$ cat src/rtl/fft_pkg.sv
// Shared constants and state types for the ADC front end and the FFT blocks.
// Sample width, transform size and FSM encodings live here.
package fft_pkg;

    localparam int N_POINTS = 16;
    localparam int LOG2N    = 4;
    localparam int DATA_W   = 16;

    typedef enum logic [1:0] {
        S_GAP,
        S_LOW,
        S_HIGH
    } spi_state_t;

    typedef enum logic [1:0] {
        B_IDLE,
        B_BURST,
        B_WAIT
    } burst_state_t;

endpackage

$ cat src/rtl/adc_sample_buffer_if.sv
// Loader bus between the sample buffer and the FFT core.
// The buffer drives insert_data/addr/data_in; the FFT answers with fft_finish.
interface adc_sample_buffer_if;
    import fft_pkg::*;

    logic              insert_data;
    logic [LOG2N-1:0]  addr;
    logic [DATA_W-1:0] data_in;
    logic              fft_finish;

    modport master (
        output insert_data,
        output addr,
        output data_in,
        input  fft_finish
    );

    modport slave (
        input  insert_data,
        input  addr,
        input  data_in,
        output fft_finish
    );

endinterface

$ cat src/rtl/adc_spi_rx.sv
// SPI master for a serial ADC: frames CS, generates SCLK, shifts MISO in
// and turns each offset-binary result into a sign-extended sample.
module adc_spi_rx
    import fft_pkg::*;
#(
    parameter int CLK_DIV    = 4,
    parameter int FRAME_BITS = 16,
    parameter int ADC_BITS   = 12,
    parameter int CS_HIGH    = 8
) (
    input  logic              clk,
    input  logic              rst_n,
    input  logic              adc_miso,
    output logic              adc_sclk,
    output logic              adc_cs,
    output logic [DATA_W-1:0] sample,
    output logic              sample_dv
);

    localparam int CMAX = (CS_HIGH > CLK_DIV) ? CS_HIGH : CLK_DIV;
    localparam int CW   = $clog2(CMAX + 1);
    localparam int BW   = $clog2(FRAME_BITS + 1);

    localparam logic [CW-1:0] GAP_LAST = CW'(CS_HIGH - 1);
    localparam logic [CW-1:0] DIV_LAST = CW'(CLK_DIV - 1);
    localparam logic [BW-1:0] BIT_LAST = BW'(FRAME_BITS - 1);

    spi_state_t          state;
    logic [CW-1:0]       cnt;
    logic [BW-1:0]       nbit;
    logic [ADC_BITS-1:0] shift;

    always_ff @(posedge clk) begin
        if (!rst_n) begin
            state     <= S_GAP;
            cnt       <= '0;
            nbit      <= '0;
            shift     <= '0;
            adc_sclk  <= 1'b0;
            adc_cs    <= 1'b1;
            sample    <= '0;
            sample_dv <= 1'b0;
        end else begin
            sample_dv <= 1'b0;
            unique case (state)
                S_GAP: begin
                    if (cnt == GAP_LAST) begin
                        cnt    <= '0;
                        adc_cs <= 1'b0;
                        state  <= S_LOW;
                    end else begin
                        cnt <= cnt + 1'b1;
                    end
                end
                S_LOW: begin
                    if (cnt == DIV_LAST) begin
                        cnt      <= '0;
                        adc_sclk <= 1'b1;
                        shift    <= {shift[ADC_BITS-2:0], adc_miso};
                        state    <= S_HIGH;
                    end else begin
                        cnt <= cnt + 1'b1;
                    end
                end
                S_HIGH: begin
                    if (cnt == DIV_LAST) begin
                        cnt      <= '0;
                        adc_sclk <= 1'b0;
                        if (nbit == BIT_LAST) begin
                            // MSB flip maps offset-binary onto two's complement
                            nbit      <= '0;
                            adc_cs    <= 1'b1;
                            sample    <= {{(DATA_W-ADC_BITS){~shift[ADC_BITS-1]}},
                                          ~shift[ADC_BITS-1],
                                          shift[ADC_BITS-2:0]};
                            sample_dv <= 1'b1;
                            state     <= S_GAP;
                        end else begin
                            nbit  <= nbit + 1'b1;
                            state <= S_LOW;
                        end
                    end else begin
                        cnt <= cnt + 1'b1;
                    end
                end
                default: state <= S_GAP;
            endcase
        end
    end

endmodule

$ cat src/rtl/adc_sample_buffer.sv
// Ping-pong sample buffer: collects ADC samples into two banks and bursts
// each full bank into the FFT loader, pacing bursts on fft_finish.
module adc_sample_buffer
    import fft_pkg::*;
#(
    parameter int CLK_DIV    = 4,
    parameter int FRAME_BITS = 16,
    parameter int ADC_BITS   = 12,
    parameter int CS_HIGH    = 8
) (
    input  logic clk,
    input  logic rst_n,
    input  logic adc_miso,
    output logic adc_sclk,
    output logic adc_cs,
    output logic sample_dv,
    output logic overrun,
    adc_sample_buffer_if.master ld
);

    localparam logic [LOG2N-1:0] LAST = LOG2N'(N_POINTS - 1);

    logic [DATA_W-1:0] sample;
    logic [DATA_W-1:0] bank [2][N_POINTS];
    logic [1:0]        full;
    logic              wr_bank;
    logic              rd_bank;
    logic [LOG2N-1:0]  wr_idx;
    logic [LOG2N-1:0]  rd_idx;
    burst_state_t      bstate;
    logic              wr_en;

    adc_spi_rx #(
        .CLK_DIV    (CLK_DIV),
        .FRAME_BITS (FRAME_BITS),
        .ADC_BITS   (ADC_BITS),
        .CS_HIGH    (CS_HIGH)
    ) u_rx (
        .clk       (clk),
        .rst_n     (rst_n),
        .adc_miso  (adc_miso),
        .adc_sclk  (adc_sclk),
        .adc_cs    (adc_cs),
        .sample    (sample),
        .sample_dv (sample_dv)
    );

    assign wr_en = sample_dv && !full[wr_bank];

    always_ff @(posedge clk) begin
        if (wr_en) begin
            bank[wr_bank][wr_idx] <= sample;
        end
    end

    always_ff @(posedge clk) begin
        if (!rst_n) begin
            full           <= '0;
            wr_bank        <= 1'b0;
            wr_idx         <= '0;
            rd_bank        <= 1'b0;
            rd_idx         <= '0;
            bstate         <= B_IDLE;
            overrun        <= 1'b0;
            ld.insert_data <= 1'b0;
            ld.addr        <= '0;
            ld.data_in     <= '0;
        end else begin
            // full is the pre-edge value, so a bank freed this cycle still drops
            if (sample_dv) begin
                if (full[wr_bank]) begin
                    overrun <= 1'b1;
                end else begin
                    wr_idx <= wr_idx + 1'b1;
                    if (wr_idx == LAST) begin
                        full[wr_bank] <= 1'b1;
                        wr_bank       <= ~wr_bank;
                    end
                end
            end
            unique case (bstate)
                B_IDLE: begin
                    ld.insert_data <= 1'b0;
                    ld.addr        <= '0;
                    ld.data_in     <= '0;
                    if (full[rd_bank]) begin
                        rd_idx <= '0;
                        bstate <= B_BURST;
                    end
                end
                B_BURST: begin
                    ld.insert_data <= 1'b1;
                    ld.addr        <= rd_idx;
                    ld.data_in     <= bank[rd_bank][rd_idx];
                    rd_idx         <= rd_idx + 1'b1;
                    if (rd_idx == LAST) begin
                        full[rd_bank] <= 1'b0;
                        rd_bank       <= ~rd_bank;
                        bstate        <= B_WAIT;
                    end
                end
                B_WAIT: begin
                    ld.insert_data <= 1'b0;
                    ld.addr        <= '0;
                    ld.data_in     <= '0;
                    if (ld.fft_finish) begin
                        bstate <= B_IDLE;
                    end
                end
                default: bstate <= B_IDLE;
            endcase
        end
    end

endmodule

$ cat src/flat_wrapper.sv
// flat-port wrapper written by rule: the top's interface ports become plain ports
module adc_sample_buffer_flat import fft_pkg::*;
#(
    parameter int CLK_DIV    = 4,
    parameter int FRAME_BITS = 16,
    parameter int ADC_BITS   = 12,
    parameter int CS_HIGH    = 8
)
  (clk, rst_n, adc_miso, adc_sclk, adc_cs, sample_dv, overrun, ld_insert_data, ld_addr, ld_data_in, ld_fft_finish);
  adc_sample_buffer_if ld_i ();
  input  logic clk;
  input  logic rst_n;
  input  logic adc_miso;
  output logic adc_sclk;
  output logic adc_cs;
  output logic sample_dv;
  output logic overrun;
  output wire logic [$bits(ld_i.insert_data)-1:0] ld_insert_data;
  output wire logic [$bits(ld_i.addr)-1:0] ld_addr;
  output wire logic [$bits(ld_i.data_in)-1:0] ld_data_in;
  input wire logic [$bits(ld_i.fft_finish)-1:0] ld_fft_finish;
  assign ld_insert_data = ld_i.insert_data;
  assign ld_addr = ld_i.addr;
  assign ld_data_in = ld_i.data_in;
  assign ld_i.fft_finish = ld_fft_finish;
  adc_sample_buffer #(.CLK_DIV(CLK_DIV), .FRAME_BITS(FRAME_BITS), .ADC_BITS(ADC_BITS), .CS_HIGH(CS_HIGH)) u_core (.clk(clk), .rst_n(rst_n), .adc_miso(adc_miso), .adc_sclk(adc_sclk), .adc_cs(adc_cs), .sample_dv(sample_dv), .overrun(overrun), .ld(ld_i));
endmodule
$ cat config.mk
export PLATFORM = sky130hd
export DESIGN_NAME = adc_sample_buffer_flat
export DESIGN_NICKNAME = d
export VERILOG_FILES = /design/src/rtl/fft_pkg.sv /design/src/rtl/adc_sample_buffer_if.sv /design/src/rtl/adc_spi_rx.sv /design/src/rtl/adc_sample_buffer.sv /design/src/flat_wrapper.sv
export SDC_FILE = /design/constraint.sdc
export NUM_CORES = 1
export LEC_CHECK = 0
export CAP_MARGIN = 20
export CORE_UTILIZATION = 25
export DETAILED_ROUTE_END_ITERATION = 8
export PLACE_DENSITY = 0.44
export SETUP_SLACK_MARGIN = 0.2
export SYNTH_ARGS = -nofsm -noshare
export SYNTH_HDL_FRONTEND = slang
export SYNTH_HIERARCHICAL = 1
export SYNTH_SLANG_ARGS = --single-unit
$ cat constraint.sdc
create_clock -name clk -period 3.2 [get_ports clk]
set_input_delay 0.32 -clock clk [delete_from_list [all_inputs] [get_ports clk]]
set_output_delay 0.32 -clock clk [all_outputs]
set_load 0.01 [all_outputs]
### After elaboration in Yosys (flattened, before gate mapping)

Memories as Yosys holds them, arrays and structs flattened. A register that Yosys moved wholly into a read port is not among the register bits.
Index checks and enable logic that the tools add are counted.

| storage, ports and cells | value |
|---|---|
| memories | 1 |
| memory bits (writable) | 512 |
| output and inout port bits | 25 |
| word-level logic and storage cells | 131 |
| register bits after elaboration | 74 |

Memory list:

| memory | depth | width | rd ports | clocked after Yosys merged registers in | write ports | RTL line | text |
|---|---|---|---|---|---|---|---|
| u_core.bank | 2 | 256 | 1 | 1 | 1 | adc_sample_buffer.sv:24 | `logic [DATA_W-1:0] bank [2][N_POINTS];` |

| operators by class | value |
|---|---|
| eq/ne operators | 16 |
| reduce and logical (&&, ||, !) cells | 27 |
| add/sub/neg operators | 4 |
| $lt $le $gt $ge | 7 |
| mux-type cells | 49 |
| bitwise operators | 9 |

Operators with widths:

| kind | count |
|---|---|
| 2-to-1 mux 256 bit | 1 |
| binary-select mux 16 bit (select 4 bit) | 1 |
| demux 16 bit (select 4 bit) | 1 |
| 2-to-1 mux 16 bit | 3 |
| one-hot mux 16 bit (2 select lines) | 1 |
| 2-to-1 mux 2 bit | 12 |
| one-hot mux 4 bit (2 select lines) | 3 |
| AND reduction 3 bit | 6 |
| 2-to-1 mux 1 bit | 16 |
| adder 4 x 1 -> 4 bit (second input constant) | 3 |
| 2-to-1 mux 4 bit | 3 |
| one-hot mux 2 bit (3 select lines) | 2 |
| AND reduction 2 bit | 6 |
| >= comparator 5 bit (second input constant) | 2 |
| != test 2 bit (second input constant) | 5 |
| inverter 4 -> 5 bit | 2 |
| nonzero test 2 bit | 5 |
| == test 4 bit (second input constant) | 2 |
| one-hot mux 1 bit (2 select lines) | 3 |
| adder 5 x 1 -> 5 bit (second input constant) | 1 |
| == test 5 x 4 -> 1 bit (second input constant) | 1 |
| < comparator 5 x 1 -> 1 bit (second input constant) | 1 |
| 2-to-1 mux 5 bit | 1 |
| == test 2 x 1 -> 1 bit (second input constant) | 2 |
| 16 further kinds | 29 |

### Logic depth before layout (Yosys ltp)

| depth | value |
|---|---|
| depth after elaboration | 12 |
| depth in mapped cells | 9 |
| depth with buffers taken out | 6 |

### Modules after synthesis

The synthesis kept the hierarchy.

Modules (own cells, without submodules):

| module | times used | sequential area each (um^2) | cells an instance | area each (um^2) |
|---|---|---|---|---|
| adc_sample_buffer | 1 | 16115.5 | 1122 | 21762.1 |
| adc_spi_rx | 1 | 760.7 | 180 | 1665.3 |

### Worst setup path after synthesis

OpenSTA, ideal clock, no wires.

| timing path | value |
|---|---|
| path type | register -> register |
| start point | register u_core.wr_bank |
| end point | memory u_core/bank[1][16] (netlist name), enable pin |
| data required time | 2812 ps |
| arrival time | 2133 ps |
| slack | 678 ps |
| cell stages (with the launch flop) | 7 |
| library setup time | 388 ps |
| path buffers | 2 |
| cells stage by stage | dfxtp_1 -> clkbuf_1 -> mux2i_1 -> and2_1 -> clkbuf_1 -> nand2_1 -> nor2_1 |

| between the ends | value |
|---|---|
| word-level cells in the longest chain between the ends | 6 |

RTL lines:

| what | RTL line | text |
|---|---|---|
| start: declaration | adc_sample_buffer.sv:26 | `logic wr_bank;` |
| start signal: assignment | adc_sample_buffer.sv:77 | `wr_bank <= ~wr_bank;` |
| 2-to-1 mux 1 bit (implied by the code) (2 in a row) | adc_sample_buffer.sv:48 | `assign wr_en = sample_dv && !full[wr_bank];` |
| zero test 1 bit | adc_sample_buffer.sv:48 |  |
| logical AND 1 bit | adc_sample_buffer.sv:48 |  |
| 2-to-1 mux 1 bit | adc_sample_buffer.sv:51 | `if (wr_en) begin` |
| 2-to-1 mux 256 bit (implied by the code) | adc_sample_buffer.sv:52 | `bank[wr_bank][wr_idx] <= sample;` |
| end: declaration | adc_sample_buffer.sv:24 |  |

Several ways; a longest one is shown, not always the timed one. The select of a mux whose other input is x is not followed.

==> results.txt <==
0 antenna diodes ended up in the layout. The max-cap violation count is 0. The placeable core region came out at between 90000 and 100000 sq um. The buffer levels on the longest clock path is 3. The root buffer cell chosen for the clock tree is sky130_fd_sc_hd__clkbuf_16. Summed over all layers, the global routing overflow is 0. The part of the power in the clock network came out at 0.478. Hold repair after CTS inserted 0 buffers. The height of the chip is a little over 300 um. Relative to the synthesized area, the layout overhead comes to 17.7%. The post-route clock period utilization is 0.833. Summed over all cells, the static leakage comes to around 8.4 nW. The sum of net half-perimeters after detailed placement came out at roughly 38000 um. The largest total area in the synthesized netlist belongs to sky130_fd_sc_hd__edfxtp_1.

The tightest min-delay check is of the in2reg type. The final-stage net count is around 1400. The async set-or-reset flop fraction in the synthesized netlist is 0.

In this run the worst path has a maximum fanout of 32. The headroom to the max-slew limit came out at 0.357. The number of failing setup endpoints in the final timing report came out at 0. In this run, distinct cell masters in the synthesized netlist total 63.

The worst hold endpoint is u_core/u_rx/shift[0]$_SDFFE_PN0P_. The total of buffers placed on input and output ports is 28. The most used flip-flop cell after synthesis is sky130_fd_sc_hd__edfxtp_1. After detailed routing, the number of vias per cell comes to around 4.5. The class of the most critical setup path is reg2reg. In this design, the stage delay of the slowest critical-path cell is approximately 610 ps. Among all stages on the critical path, the largest delay is contributed by sky130_fd_sc_hd__mux2i_1.

After synthesis, the cell types taking the most area are sky130_fd_sc_hd__edfxtp_1, sky130_fd_sc_hd__mux4_2, sky130_fd_sc_hd__dfxtp_1. The cell that appears most often on the critical path is sky130_fd_sc_hd__buf_12. In the layout the commonest cells are sky130_fd_sc_hd__edfxtp_1, sky130_fd_sc_hd__mux2i_1, sky130_fd_sc_hd__mux4_2, sky130_fd_sc_hd__clkbuf_16, sky130_fd_sc_hd__buf_4. The final cell count without fillers came out at about 2700. The hold path depth came out at 3. The critical path goes through buf_12, buf_12, mux4_2, mux2i_1, a2111oi_2. The setup slack on the worst flop-to-flop path is 530 ps. The count of final max-slew check failures is 0. The worst-case vdd ir drop came out at roughly 0.00029 V. The aggregate negative setup slack is 0 ps. The power density of the placed cells came out at around 580 nW/um^2. In this run the number of H-tree levels came out at 3.

The startpoint identified for the worst hold timing path is adc_miso. At the worst endpoint, the required time is around 3700 ps. The worst clock skew on the final layout came out at 28.5 ps.

After synthesis, the mean cell area works out to ~18 sq um. Data arrives at the worst endpoint at roughly 3100 ps. Summed over all nets, the switching power comes to 3.11 mW.

The portion of total power attributed to sequential cells is 0.516. The first-pass detailed-route iteration total came out at 5. The share of the synthesized area in the top cell type came out at 0.656. The post-synth design cell area is ~23000 sq um. Setup repair after global routing left no endpoint under its margin. The number of DRC markers in iteration 0 came out at approximately 1100.

The antenna violation net count after detailed routing came out at 0. The worst path buffer plus inverter count is 2. The share of total power consumed by net switching is 0.196. The number of vias in the routed layout is roughly 12000.

Across every metal layer, demand over resource in global routing totals 0.132. The number of design rule violations left after detail routing is 0. The die area came out at 94900 sq um. The number of antenna violations at the first check in global routing is 0. The cell count after synthesis is 1302. TritonCTS created 68 clock buffers. The post-CTS repair timing setup buffer count is 0.

The clock latency at the later pin of the worst-skew pair came out at a little over 600 ps. The register area is approximately 17000 sq um. The first-pass GRT wire length came out at around 90000 um. The final number of hold-violating endpoints came out at 0. The pin count of the biggest net entering global routing is roughly 80. The clock edge transition at the registers on the reported setup and hold paths is 60 ps. The clock period could shrink to 2670 ps. The combinational power share is 0.006. The via count of the first global-routing pass is between 10000 and 15000.

The capturing element type of the critical path is a register. The number of primary I/O pins is 29. The part of the Yosys area used for sequential elements came out at 0.720. The count of standard-cell rows came out at ~110. The share of cells above drive strength 1 is 0.207.

The most common library cell in the layout ignoring fill and taps is sky130_fd_sc_hd__edfxtp_1. The fill cell total of the finished layout is about 9100. The die width came out at approximately 300 um. The TritonCTS clock tree is yes. The transition time of the tightest slew-check pin came out at ~960 ps.

The TritonCTS sink count is 587. The worst setup path is launched from a register. The final weighted congestion in routability-driven placement came out at ~0.8.

The flow ran to the end, and the final reports show no timing, DRC or antenna violations. The number of cells after detailed placement came out at 2567. The highest attainable clock frequency came out at 375 MHz. On the critical path the largest part of the delay comes from multiplexers.

The internal portion of total power came out at 12.8 mW. Once the clock tree was built, the resizer swapped 0 gates to a different size. The end of the worst register-to-register path is u_core/ld.data_in[14]$_SDFFE_PN0P_. In the final layout, the multi-input gates occupy about 6000 sq um.

The initial utilization of the core area, before any placement, comes to 0.254. Counting flops and latches in the post-synthesis netlist gives 587. Counting cells, the worst reg-to-reg path comes to 5. The post-synth net total is 1317. The worst-case hold slack is around 290 ps. The number of synthesized flops with an enable pin came out at 512. The number of synthesis warnings is 6.

The sum of routed wire length over all layers came out at about 62000 um. The routed wire length per instance came out at approximately 23 um.
-- how the worst max path moves through the flow --
stage	cells past startpoint	slack, ps	end
2_1_floorplan	6	680	u_core/bank[1][16]$_DFFE_PP_
3_3_place_gp	5	420	u_core/ld.data_in[14]$_SDFFE_PN0P_
3_5_place_dp	5	430	u_core/ld.data_in[14]$_SDFFE_PN0P_
4_1_cts	5	430	u_core/ld.data_in[14]$_SDFFE_PN0P_
5_1_grt	5	420	u_core/ld.data_in[14]$_SDFFE_PN0P_
6_report	5	530	u_core/ld.data_in[14]$_SDFFE_PN0P_
-- flip-flops by register name, summed over array words and instances, names as in the netlist, named ones only --
name / count
u_core/bank: 512
u_core/ld.data_in: 16
u_core/u_rx/sample: 12
u_core/u_rx/shift: 12
u_core/u_rx/nbit: 5
u_core/ld.addr: 4
u_core/rd_idx: 4
u_core/u_rx/cnt: 4
u_core/wr_idx: 4
u_core/bstate: 2
u_core/full: 2
u_core/u_rx/state: 2
u_core/ld.insert_data: 1
u_core/overrun: 1
u_core/rd_bank: 1
u_core/u_rx/adc_cs: 1
u_core/u_rx/adc_sclk: 1
u_core/u_rx/sample_dv: 1
u_core/wr_bank: 1
-- final cells by class --
type                    instances  area share
flip-flops and latches        587       0.613
multi-input cells             623       0.217
clock buffers                 101      0.0693
well taps                    1243      0.0564
repair buffers                104      0.0340
clock inverters                22     0.00962
inverters                      10     0.00136
-- kinds of logic after synthesis --
logic type,Yosys count,synth area share
flops,587,0.720
mux,226,0.140
fa+ha+maj,11,0.00587
xor+xnor,7,0.00262
compound gates,184,0.0630
simple gates,195,0.0427
buf+inv,92,0.0255
-- metrics by stage --
stage | utilization | setup slack, ps | cell area (sq um) | power [mW]
after global placement | 0.275 | 415 | 25400 | 8.47
after CTS | 0.299 | 428 | 27600 | 16.1
after detailed placement | 0.275 | 428 | 25400 | 8.47
final | 0.299 | 533 | 27600 | 15.9
after global routing | 0.299 | 421 | 27600 | 16.5
after floorplan | - | 678 | 23400 | 8.44
-- synth_stat cells, types with 7 or more instances --
cell / instances
sky130_fd_sc_hd__and2_1: 12
sky130_fd_sc_hd__inv_1: 8
sky130_fd_sc_hd__nor2_1: 66
sky130_fd_sc_hd__a21boi_0: 14
sky130_fd_sc_hd__nand3_1: 24
sky130_fd_sc_hd__buf_6: 11
sky130_fd_sc_hd__mux2i_1: 138
sky130_fd_sc_hd__ha_1: 11
sky130_fd_sc_hd__o22a_1: 13
sky130_fd_sc_hd__buf_1: 7
sky130_fd_sc_hd__a22oi_1: 34
sky130_fd_sc_hd__nor2b_1: 10
sky130_fd_sc_hd__dfxtp_1: 75
sky130_fd_sc_hd__a221oi_1: 16
sky130_fd_sc_hd__o21ai_0: 21
sky130_fd_sc_hd__mux4_2: 80
sky130_fd_sc_hd__buf_4: 10
sky130_fd_sc_hd__nand2_1: 45
sky130_fd_sc_hd__edfxtp_1: 512
sky130_fd_sc_hd__a21oi_1: 37
sky130_fd_sc_hd__o2111a_1: 13
sky130_fd_sc_hd__buf_2: 12
sky130_fd_sc_hd__nor3_1: 7
sky130_fd_sc_hd__a2111oi_2: 13
sky130_fd_sc_hd__clkbuf_1: 33
-- layer usage --
layer | track usage | wire (um) | vias up
met4 | 0.0428 | 1420 | 0
met2 | 0.203 | 28700 | 265
li1 | - | - | 5413
met5 | 0 | 0 | -
met1 | 0.189 | 29500 | 6440
met3 | 0.0214 | 2680 | 82
-- tightest hold or removal path: stages --
cell	delay [ps]
sky130_fd_sc_hd__clkdlybuf4s50_1	400
sky130_fd_sc_hd__nand2_1	60
sky130_fd_sc_hd__a21oi_1	50
-- power groups by stage --
| stage | clock network, mW | logic [mW] | registers, mW |
|---|---|---|---|
| 6_report | 7.60 | 0.0932 | 8.22 |
| 5_1_grt | 8.14 | 0.104 | 8.21 |
| 4_1_cts | 7.83 | 0.0945 | 8.22 |
| 3_5_place_dp | 0 | 0.0940 | 8.38 |
| 3_3_place_gp | 0 | 0.0936 | 8.38 |
| 2_1_floorplan | 0 | 0.0669 | 8.38 |
Note: power is estimated with default switching activity, not from simulation.
